`src/rtl/writeback_arbiter.sv`:
```
// Register-file writeback arbiter: ALU results have priority, load results wait in a
// DEPTH-entry FIFO, and a pending scoreboard tracks loads issued but not yet written back.
module writeback_arbiter #(
  parameter int DEPTH = 4
) (
  input  logic        clk,
  input  logic        reset,
  input  logic        alu_valid,
  input  logic [4:0]  alu_rd,
  input  logic [63:0] alu_data,
  output logic        alu_ready,
  input  logic        mem_valid,
  input  logic [4:0]  mem_rd,
  input  logic [63:0] mem_data,
  output logic        mem_ready,
  input  logic        issue_valid,
  input  logic [4:0]  issue_rd,
  input  logic [4:0]  rs1,
  input  logic [4:0]  rs2,
  output logic        rs1_pending,
  output logic        rs2_pending,
  output logic        RegWrite,
  output logic [4:0]  rd,
  output logic [63:0] WriteData
);

  localparam int AW = (DEPTH > 1) ? $clog2(DEPTH) : 1;
  localparam int CW = $clog2(DEPTH + 1);

  // Handshake: a result transfers on a rising edge where valid and ready are both 1;
  // ready depends only on registered state, never on the same-cycle valid.
  logic [4:0]    r_q_rd   [DEPTH];
  logic [63:0]   r_q_data [DEPTH];
  logic [AW-1:0] r_wr_ptr;
  logic [AW-1:0] r_rd_ptr;
  logic [CW-1:0] r_count;
  logic          r_active;
  logic [31:0]   r_pending;

  logic          w_not_full;
  logic          w_alu_wr;
  logic          w_push;
  logic          w_pop;
  logic [31:0]   w_pending_next;

  assign w_not_full = r_active && (r_count < CW'(DEPTH));
  assign alu_ready  = w_not_full;
  assign mem_ready  = w_not_full;

  // Destination-0 results are accepted but go nowhere.
  assign w_alu_wr = alu_valid && alu_ready && (alu_rd != 5'd0);
  assign w_push   = mem_valid && mem_ready && (mem_rd != 5'd0);
  assign w_pop    = !w_alu_wr && (r_count != '0);

  always_comb begin
    w_pending_next = r_pending;
    if (w_pop) w_pending_next[r_q_rd[r_rd_ptr]] = 1'b0;
    if (issue_valid && (issue_rd != 5'd0)) w_pending_next[issue_rd] = 1'b1;
    w_pending_next[0] = 1'b0;
  end

  assign rs1_pending = r_pending[rs1];
  assign rs2_pending = r_pending[rs2];

  always_ff @(posedge clk or negedge reset) begin
    if (!reset) begin
      r_active  <= 1'b0;
      r_wr_ptr  <= '0;
      r_rd_ptr  <= '0;
      r_count   <= '0;
      r_pending <= '0;
      RegWrite  <= 1'b0;
      rd        <= 5'd0;
      WriteData <= 64'd0;
    end else begin
      r_active  <= 1'b1;
      r_pending <= w_pending_next;
      if (w_push) r_wr_ptr <= r_wr_ptr + AW'(1);
      if (w_pop)  r_rd_ptr <= r_rd_ptr + AW'(1);
      case ({w_push, w_pop})
        2'b10:   r_count <= r_count + CW'(1);
        2'b01:   r_count <= r_count - CW'(1);
        default: r_count <= r_count;
      endcase
      if (w_alu_wr) begin
        RegWrite  <= 1'b1;
        rd        <= alu_rd;
        WriteData <= alu_data;
      end else if (w_pop) begin
        RegWrite  <= 1'b1;
        rd        <= r_q_rd[r_rd_ptr];
        WriteData <= r_q_data[r_rd_ptr];
      end else begin
        RegWrite  <= 1'b0;
        rd        <= 5'd0;
        WriteData <= 64'd0;
      end
    end
  end

  // Storage needs no reset; only entries between the pointers are ever read.
  always_ff @(posedge clk) begin
    if (w_push) begin
      r_q_rd[r_wr_ptr]   <= mem_rd;
      r_q_data[r_wr_ptr] <= mem_data;
    end
  end

endmodule

```
`config.mk`:
```
export PLATFORM = sky130hd
export DESIGN_NAME = writeback_arbiter
export DESIGN_NICKNAME = d
export VERILOG_FILES = /design/src/rtl/writeback_arbiter.sv
export SDC_FILE = /design/constraint.sdc
export NUM_CORES = 1
export LEC_CHECK = 0
export BUFFER_PORTS_ARGS = -buffer_cell sky130_fd_sc_hd__buf_4
export CORE_ASPECT_RATIO = 0.5
export CORE_MARGIN = 5
export CORE_UTILIZATION = 50
export CTS_BUF_LIST = sky130_fd_sc_hd__clkbuf_8
export DETAILED_ROUTE_END_ITERATION = 8
export PLACE_DENSITY = 0.72
export SLEW_MARGIN = 0
export SYNTH_ARGS = -nofsm -noshare
export SYNTH_HDL_FRONTEND = slang
export SYNTH_SLANG_ARGS = --single-unit
```
`constraint.sdc`:
```
create_clock -name clk -period 7.91 [get_ports clk]
set_input_delay 0.3955 -clock clk [delete_from_list [all_inputs] [get_ports clk]]
set_output_delay 0.3955 -clock clk [all_outputs]
set_load 0.1 [all_outputs]
```
==> impl_metrics.tcl <==
set metrics [dict create \
    synthToLayoutAreaGrowth_pct 27.6 \
    relSlewSlack_pct 28.0 \
    drt-vias-per-instance 5.45 \
    dp_hpwl_um 20100 \
    initial_utilization_pct 51.2 \
    die_y_um 133 \
    max_freq_ghz 0.348 \
    post-route-period-util_pct 36.4 \
    rsz0062_at_grt "false" \
    dp_cells 1377 \
    synthArstFlopShare_pct 28.3 \
    powerDensity_mw_per_mm2 386 \
    outcome "complete, no violations" \
    yosys_warnings 0 \
    wirelength_um 33500 \
    final_common_cell "edfxtp_1" \
    final_cell_mix "276 x edfxtp_1, 235 x buf_4, 116 x dlygate4sd3_1" \
    drt_iter0_drc 597 \
    first_global_vias 9389 \
    antenna_left 0 \
    cts_resized 0 \
    worstSetupPathType "register to output pin" \
    drive_gt1_share_pct 33.4 \
    hold_viol 0 \
    ys.flop_type "edfxtp_1" \
    layoutNonFillerInstCount 1594 \
    first_pass_iters 5 \
    grt_usage_pct 20.1 \
    slew_violations 0 \
    cts_buffer_depth 3 \
    fp.dieW_um 255 \
    die_area_mm2 0.0338 \
    finish.instance_area_mm2 0.0192 \
    fin_nets 1320 \
    cts_tree "done" \
    setup_violations 0 \
    grt-ovfl-total 0 \
    clkSlewWorstSetupHoldPaths_ns 0.06 \
    avgRoutedWirePerCell_um 21.0 \
    cts-root-buf "clkbuf_8" \
    htreeDepth 2 \
    hp-class "input pin to register" \
    timing.final.crit_period_ns 2.88 \
    cp-end-kind "output pin" \
    skew_ns 0.0308 \
    antenna_found_initial 3 \
    cts_buffers 52 \
    drcViolationCount 0 \
    ys_ff_latch 385 \
    syn_nets 960 \
    grt_max_degree 72 \
    required_ns 7.51 \
    leakage_uw 0.00737 \
    cp.arrival_ns 2.48 \
    cap_viol_max_count 0 \
    critPathMaxFanout 3 \
    worst_setup_path_start_kind "register" \
    syn_area_mm2 0.0150 \
    peakVddDrop_mv 0.232 \
    port_buffers 231 \
    synthCells 796 \
    synth_cell_types 46 \
    cts.sinks 385 \
    vias 8681 \
    num_rows 44 \
    grt_pass1_wl_um 53200 \
    tightest_slew_ns 1.08 \
    gp_routability_congestion 0.801 \
    syn-mean-instance-area_um2 18.9 \
    place_area_mm2 0.0170 \
    final.setup.tns_ns 0 \
    insertion_delay_ns 0.59 \
    ioPinCount 232 \
    coreArea_mm2 0.0293 \
    synth_edf_count 276 \
    yosysSeqAreaShare_pct 73.4 \
]
[flip-flops by register name, indices dropped and copies added, names as in the netlist]
| signal | flops |
|---|---|
| RegWrite | 1 |
| r_wr_ptr | 2 |
| r_q_rd | 20 |
| rd | 5 |
| WriteData | 64 |
| r_rd_ptr | 2 |
| r_pending | 31 |
| r_q_data | 256 |
| r_count | 3 |
| r_active | 1 |
[path summary, 6_finish.rpt]
| path | from | to | slack (ns) | depth (start not counted) |
|---|---|---|---|---|
| min in group asynchronous | reset | WriteData[17] | 0.36 | 2 |
| max in group asynchronous | reset | r_rd_ptr[1] | 6.03 | 3 |
| max reg2reg | r_count[2] | r_count[2] | 5.24 | 9 |
| max | r_pending[1] | rs2_pending | 5.03 | 5 |
| min | alu_data[60] | WriteData[60] | 0.05 | 2 |
| min reg2reg | r_count[0] | r_count[0] | 0.53 | 1 |
[repair_timing]
item,in CTS,in global routing
endpoints found under the hold margin,356,0
setup buffers,0,0
hold buffers,116,0
[where the power goes]
group	internal (uW)	leakage, uW	total, uW	switching (uW)
registers	2560	0.00382	2870	308
clock network	664	0.000596	1380	711
logic	1020	0.00296	3150	2130
total	4240	0.00737	7390	3150
[per-stage QoR]
step                hold WS (ns)  setup WS, ns  power [uW]  util (%)
finish                    0.0477          5.03        7390      65.4
global route             0.00334          4.86        7740      65.4
CTS                     0.000891          4.97        7460      65.4
detailed placement         0.457          5.02        6040      58.2
global placement           0.428          5.07        6000      58.2
floorplan                 0.0999          3.51        5280         -
[critical path, stage by stage, from the launching register on]
cell	delay, ns
dfrtp_1	0.40
mux2_2	0.27
a221oi_1	0.35
a2111oi_0	0.13
or4_1	0.53
buf_4	0.25
[per-layer routing]
layer | wire [um] | global-route usage (%) | vias up
li1 | - | - | 3925
met1 | 13400 | 26.2 | 4471
met2 | 17800 | 34.7 | 224
met3 | 1420 | 3.49 | 61
met4 | 859 | 6.64 | 0
met5 | 0 | 0 | -
[cell type report]
| type | instances | area (um2) |
|---|---|---|
| antenna | 4 | 10.0 |
| clock buffer | 57 | 785 |
| clock inverter | 40 | 166 |
| fill | 2010 | 10100 |
| inverter | 8 | 30.0 |
| multi-input combinational | 358 | 3730 |
| sequential | 385 | 11000 |
| tap | 391 | 489 |
| timing repair buffer | 351 | 2930 |
[cells by family after synthesis]
logic type,share of synthesized area (%)
adder cells (fa/ha/maj),0.550
multiplexers,12.7
flip-flops,73.4
other,0.0250
AND/OR/NAND/NOR,5.60
XOR/XNOR,0.350
buffers and inverters,1.88
AO/OA/AOI/OAI,5.48
[Yosys cell counts, drive strengths merged, types with 3 or more instances]
| library cell | instances | share of area [%] |
|---|---|---|
| a21oi | 31 | 1.0 |
| a22o | 69 | 4.0 |
| and2 | 4 | 0.17 |
| buf | 32 | 1.4 |
| clkbuf | 13 | 0.33 |
| dfrtp | 109 | 18 |
| edfxtp | 276 | 55 |
| ha | 5 | 0.42 |
| inv | 8 | 0.20 |
| mux2 | 3 | 0.23 |
| mux2i | 3 | 0.20 |
| mux4 | 82 | 12 |
| nand2 | 4 | 0.10 |
| nand2b | 3 | 0.13 |
| nand3 | 4 | 0.13 |
| nand3b | 7 | 0.35 |
| nand4 | 4 | 0.17 |
| nor2 | 64 | 1.7 |
| nor2b | 5 | 0.21 |
| nor3 | 33 | 1.2 |
| or3b | 4 | 0.23 |
| or4 | 3 | 0.15 |
| xor2 | 4 | 0.23 |
Note: power is estimated with default switching activity, not from simulation.
